### config.mk
export PLATFORM = sky130hd
export DESIGN_NAME = pipe_exe_md
export DESIGN_NICKNAME = d
export VERILOG_FILES = /design/src/rtl/pipe_exe_md.sv
export SDC_FILE = /design/constraint.sdc
export NUM_CORES = 1
export LEC_CHECK = 0
export BUFFER_PORTS_ARGS = -buffer_cell sky130_fd_sc_hd__buf_2
export CAP_MARGIN = 40
export CORE_ASPECT_RATIO = 1.1
export CORE_MARGIN = 3
export CORE_UTILIZATION = 41
export CTS_BUF_LIST = sky130_fd_sc_hd__clkbuf_8
export CTS_CLUSTER_SIZE = 25
export DETAILED_ROUTE_END_ITERATION = 8
export SYNTH_ARGS = -nofsm -noshare
export SYNTH_HDL_FRONTEND = slang
export SYNTH_SLANG_ARGS = --single-unit
### constraint.sdc
create_clock -name clk -period 7.22 [get_ports clk]
set_input_delay 1.083 -clock clk [delete_from_list [all_inputs] [get_ports clk]]
set_output_delay 1.083 -clock clk [all_outputs]
set_load 0.005 [all_outputs]
### src/rtl/pipe_exe_md.sv
// Decode/execute pipeline register merged with the execute stage: ALU, jal link,
// hold/flush control and an iterative one-bit-per-cycle multiply/divide unit.
module pipe_exe_md #(
    parameter int W        = 32,
    parameter int RNW      = 5,
    parameter int SHW      = $clog2(W),
    parameter int LINK_OFS = 4
) (
    input  logic           clk,
    input  logic           clrn,
    input  logic           flush,
    input  logic           dwreg,
    input  logic           dm2reg,
    input  logic           dwmem,
    input  logic           daluimm,
    input  logic           dshift,
    input  logic           djal,
    input  logic [3:0]     daluc,
    input  logic [1:0]     dmd,
    input  logic [W-1:0]   da,
    input  logic [W-1:0]   db,
    input  logic [W-1:0]   dimm,
    input  logic [W-1:0]   dpc4,
    input  logic [RNW-1:0] drn,
    output logic           ewreg,
    output logic           em2reg,
    output logic           ewmem,
    output logic [W-1:0]   eb,
    output logic [RNW-1:0] ern,
    output logic [W-1:0]   ealu,
    output logic           e_busy
);

    typedef enum logic [1:0] {IDLE, RUN, DONE} md_state_t;

    localparam logic [1:0] MD_MUL  = 2'b01;
    localparam logic [1:0] MD_REMU = 2'b11;

    logic           ealuimm, eshift, ejal;
    logic [3:0]     ealuc;
    logic [1:0]     emd;
    logic [W-1:0]   ea, eimm, epc4;
    logic [RNW-1:0] ern0;

    md_state_t      state;
    logic [SHW-1:0] cnt;
    logic [W-1:0]   md_a, md_b, md_acc;

    assign e_busy = (state == RUN) || (state == IDLE && emd != 2'b00);

    always_ff @(posedge clk or posedge clrn) begin
        if (clrn) begin
            ewreg   <= 1'b0;
            em2reg  <= 1'b0;
            ewmem   <= 1'b0;
            ealuimm <= 1'b0;
            eshift  <= 1'b0;
            ejal    <= 1'b0;
            ealuc   <= 4'd0;
            emd     <= 2'b00;
            ea      <= '0;
            eb      <= '0;
            eimm    <= '0;
            epc4    <= '0;
            ern0    <= '0;
        end else if (!e_busy) begin
            if (flush) begin
                ewreg   <= 1'b0;
                em2reg  <= 1'b0;
                ewmem   <= 1'b0;
                ealuimm <= 1'b0;
                eshift  <= 1'b0;
                ejal    <= 1'b0;
                ealuc   <= 4'd0;
                emd     <= 2'b00;
                ea      <= '0;
                eb      <= '0;
                eimm    <= '0;
                epc4    <= '0;
                ern0    <= '0;
            end else begin
                ewreg   <= dwreg;
                em2reg  <= dm2reg;
                ewmem   <= dwmem;
                ealuimm <= daluimm;
                eshift  <= dshift;
                ejal    <= djal;
                ealuc   <= daluc;
                emd     <= dmd;
                ea      <= da;
                eb      <= db;
                eimm    <= dimm;
                epc4    <= dpc4;
                ern0    <= drn;
            end
        end
    end

    logic [W-1:0]   alua, alub, alu0, md_res;
    logic [SHW-1:0] shamt;

    assign alua  = eshift ? W'(eimm[6+SHW-1:6]) : ea;
    assign alub  = ealuimm ? eimm : eb;
    assign shamt = alua[SHW-1:0];

    always_comb begin
        alu0 = '0;
        casez (ealuc)
            4'b?000: alu0 = alua + alub;
            4'b?100: alu0 = alua - alub;
            4'b?001: alu0 = alua & alub;
            4'b?101: alu0 = alua | alub;
            4'b?010: alu0 = alua ^ alub;
            4'b?110: alu0 = alub << (W/2);
            4'b?011: alu0 = alub << shamt;
            4'b0111: alu0 = alub >> shamt;
            4'b1111: alu0 = W'($signed(alub) >>> shamt);
            default: alu0 = '0;
        endcase
    end

    assign md_res = (emd == MD_MUL || emd == MD_REMU) ? md_acc : md_a;
    assign ealu   = (emd != 2'b00) ? md_res
                  : ejal ? epc4 + W'(LINK_OFS) : alu0;
    assign ern    = ejal ? '1 : ern0;

    // Restoring divide: md_acc is the partial remainder, md_a shifts the
    // dividend out at the top while quotient bits enter at the bottom.
    logic [W:0]   div_shift;
    logic         div_ge;
    logic [W-1:0] div_sub;

    assign div_shift = {md_acc, md_a[W-1]};
    assign div_ge    = div_shift >= {1'b0, md_b};
    assign div_sub   = div_shift[W-1:0] - md_b;

    always_ff @(posedge clk or posedge clrn) begin
        if (clrn) begin
            state  <= IDLE;
            cnt    <= '0;
            md_a   <= '0;
            md_b   <= '0;
            md_acc <= '0;
        end else begin
            case (state)
                IDLE: begin
                    if (emd != 2'b00) begin
                        md_a   <= ea;
                        md_b   <= eb;
                        md_acc <= '0;
                        cnt    <= SHW'(W-1);
                        state  <= RUN;
                    end
                end
                RUN: begin
                    if (emd == MD_MUL) begin
                        if (md_b[0])
                            md_acc <= md_acc + md_a;
                        md_a <= md_a << 1;
                        md_b <= md_b >> 1;
                    end else if (div_ge) begin
                        md_acc <= div_sub;
                        md_a   <= {md_a[W-2:0], 1'b1};
                    end else begin
                        md_acc <= div_shift[W-1:0];
                        md_a   <= {md_a[W-2:0], 1'b0};
                    end
                    if (cnt == '0)
                        state <= DONE;
                    else
                        cnt <= cnt - 1'b1;
                end
                DONE:    state <= IDLE;
                default: state <= IDLE;
            endcase
        end
    end

endmodule

==> results.ini <==
[status]
status = finished, violations left
failed_checks = design-rule violations

[yosys]
synth_top_area_cell = dfrtp_1
ys_ff_latch = 248
synth_fp_nets = 3489
ys.flop_type = dfrtp_1
ys_types = 87
yosysMostFrequentCell = nand2_1
syn_avg_cell_area_sq_um = 7.61
synth_common_cells = nand2_1 (503), o21ai_0 (294), dfrtp_1 (248)
ys_warn_count = 0
synth_area_leaders = dfrtp_1 (26%), ha_1 (8.4%), nand2_1 (7.8%), mux2i_1 (6.7%), o21ai_0 (6.1%)
synth-edff-count = 0
yosysSeqAreaShare_pct = 25.7
netlist_instances = 3176
postSynth.asyncResetShare_pct = 100
synth_top_area_share_pct = 25.7
synth_area_sq_um = 24200

[final_layout]
drive_gt1_share_pct = 13.7
area_growth_pct = 12.5
nets = 3630
postLayoutCoreUtil_pct = 47.1
fill_cells = 5846

[route]
wirelength_microns = 107000
ant_nets = 0
drt-initial-drc-count = 2970
drc_errors = 2
wl_met1_microns = 45700
vias = 25100
vias_per_cell = 6.11
wl_met2_microns = 45400
drt_first_pass_iters = 9
wl_per_cell_microns = 26.0
wl_met3_microns = 10200
highest_layer = met5

[clock_tree]
path_clk_slew_ns = 0.06
cts_inserted_buffers = 47
insertion_delay_ns = 0.63
clk_path_buf_depth = 3
cts_sinks = 248
cts_tree = done
cts_root_buf = clkbuf_8
htreeDepth = 2

[timing]
tns_ns = 0
hold_viol = 0
fmax_mhz = 143
grt_setup_unrepaired = true
tightest_slew_ns = 1.02
fin_ws_ns = 0.217
fin_skew_ns = 0.0248
period_share_pct = 97.0
setup_violations = 0
finalMaxSlewViolations = 0
slew_headroom_pct = 30.1
fin_crit_ns = 7.00

[floorplan]
initial_core_util_pct = 41.8
row_count = 92
die_area_sq_um = 61900
fp.coreArea_sq_um = 57800
die_x_microns = 238
die-height_microns = 261
io_pins = 221

[critical_path]
r2r-start = md_a[31]
slowest_stage = mux2i_2
critPathCaptureType = output port
crit_buf_inv = 2
crit_end = ealu[22]
timing.rr.end = md_acc[28]
criticalPathCategory = flop to output port
cp_max_fo = 12
arrival_ns = 5.92
cp-start-kind = flop
cp.depth = 18
path_cells = mux2i_2 -> inv_2 -> nor4_4 -> nand4_1 -> o41a_1 -> xnor2_1 -> ha_1 -> o21a_1 -> o21a_1 -> o21a_1 -> o21ai_0 -> a22oi_1 -> a31oi_1 -> xor2_1 -> a211oi_1 -> a211oi_1 -> a221oi_1 -> buf_2
crit_path_max_incr_delay_ns = 0.64
rr_worst_depth = 14
path_delay_family = compound AO/OA/AOI/OAI gates
critPathMostFrequentCell = o21a_1
rrSetupSlack_ns = 2.74
critPathLaunch = ealuimm
required_ns = 6.14

[grt]
grt_use_total_pct = 33.6
grt-ovfl-total = 0
antenna_found_initial = 8
grt_max_degree = 225
grt_pass1_vias = 24100
grt_first_pass_wirelength_microns = 156000

[place]
dp_hpwl_microns = 83400
pre_cts_ws_ns = 0.762
place_congestion = 1.01
io_buffers = 220

[hold_path]
hp-class = flop to flop

[flow_run]
cap_viol_max_count = 0

[repair_timing]
item,CTS,global route
hold buffers,0,0
gates resized for setup,0,4
hold endpoints to repair,0,0
setup buffers,0,2
setup endpoints to repair,0,13
[metrics by stage]
stage | area (sq um) | cells | hold WS (ns)
2_1_floorplan | 24200 | 3176 | 0.442
3_3_place_gp | 26000 | 4007 | 0.456
3_5_place_dp | 26200 | 4017 | 0.468
4_1_cts | 27200 | 4101 | 0.468
5_1_grt | 27200 | 4105 | 0.508
6_report | 27200 | 4107 | 0.477
[cell type report]
type | count | area [sq um] | share of cell area (%)
multi-input combinational | 2582 | 16700 | 61.4
sequential | 248 | 6210 | 22.8
timing repair buffer | 301 | 1820 | 6.69
tap | 752 | 941 | 3.46
clock buffer | 63 | 867 | 3.19
inverter | 137 | 518 | 1.90
clock inverter | 21 | 131 | 0.483
antenna | 3 | 7.51 | 0.0276
[worst min-delay path by stage]
stage / to / startpoint / cells after the start
finish: ern0[0] / ern0[0] / 2
global route: eb[13] / clrn / 2
CTS: eb[13] / clrn / 2
detailed placement: ern0[0] / ern0[0] / 2
global placement: ern0[0] / ern0[0] / 2
floorplan: ern0[0] / ern0[0] / 2
[cell usage in the layout (no fill, tap or decap), types with 16 or more instances in the layout]
master	synthesis	layout
ha_1	162	162
buf_2	17	221
o22ai_1	17	17
a221oi_1	21	21
a211oi_1	29	29
nand3_1	55	55
clkbuf_8	0	63
a22oi_1	16	16
buf_4	3	72
dfrtp_1	248	244
o21ai_1	18	17
mux2i_2	21	18
and2_1	16	16
nor3_1	43	43
nand2b_1	184	183
a21o_1	60	60
nand4_1	21	21
o21ai_0	294	293
inv_1	123	135
and3_1	20	20
xnor2_1	98	98
a21oi_1	220	220
mux2i_1	161	159
nor2b_1	17	16
a31oi_1	95	94
o211ai_1	29	29
xor2_1	36	36
nor2_1	219	219
nand2_1	503	503
[flip-flops by register name, indices dropped and copies added, names as in the netlist]
name,cells
ea,32
eb,32
eimm,32
epc4,32
md_a,32
md_acc,32
md_b,32
cnt,5
ern0,5
ealuc,4
emd,2
state,2
ealuimm,1
ejal,1
em2reg,1
eshift,1
ewmem,1
ewreg,1
[cell families after synthesis]
kind of cell | synth area share, %
buffers and inverters | 5.65
adders and majority gates | 8.63
muxes | 9.35
xor gates and xnor gates | 4.86
and+or+nand+nor | 21.7
DFF | 25.7
AOI/OAI and AO/OA | 24.1
[worst reg2reg max path: cells and delay by family, from the launching register on]
kind,cells,cell delay [ns]
xor gates and xnor gates,1,0.20
AOI/OAI and AO/OA,7,1.74
and+or+nand+nor,2,0.88
buffers and inverters,2,0.39
DFF,1,0.45
adders and majority gates,2,0.68
[per-layer routing]
metal	global-route usage (%)	up-vias
met5	0	-
met4	14.0	4
met3	7.41	241
met2	51.1	1315
met1	46.0	12000
li1	-	11500
Power is left out: the tool's default activity adds up to more than one toggle a clock period on the data nets, which glitch-free logic cannot reach.
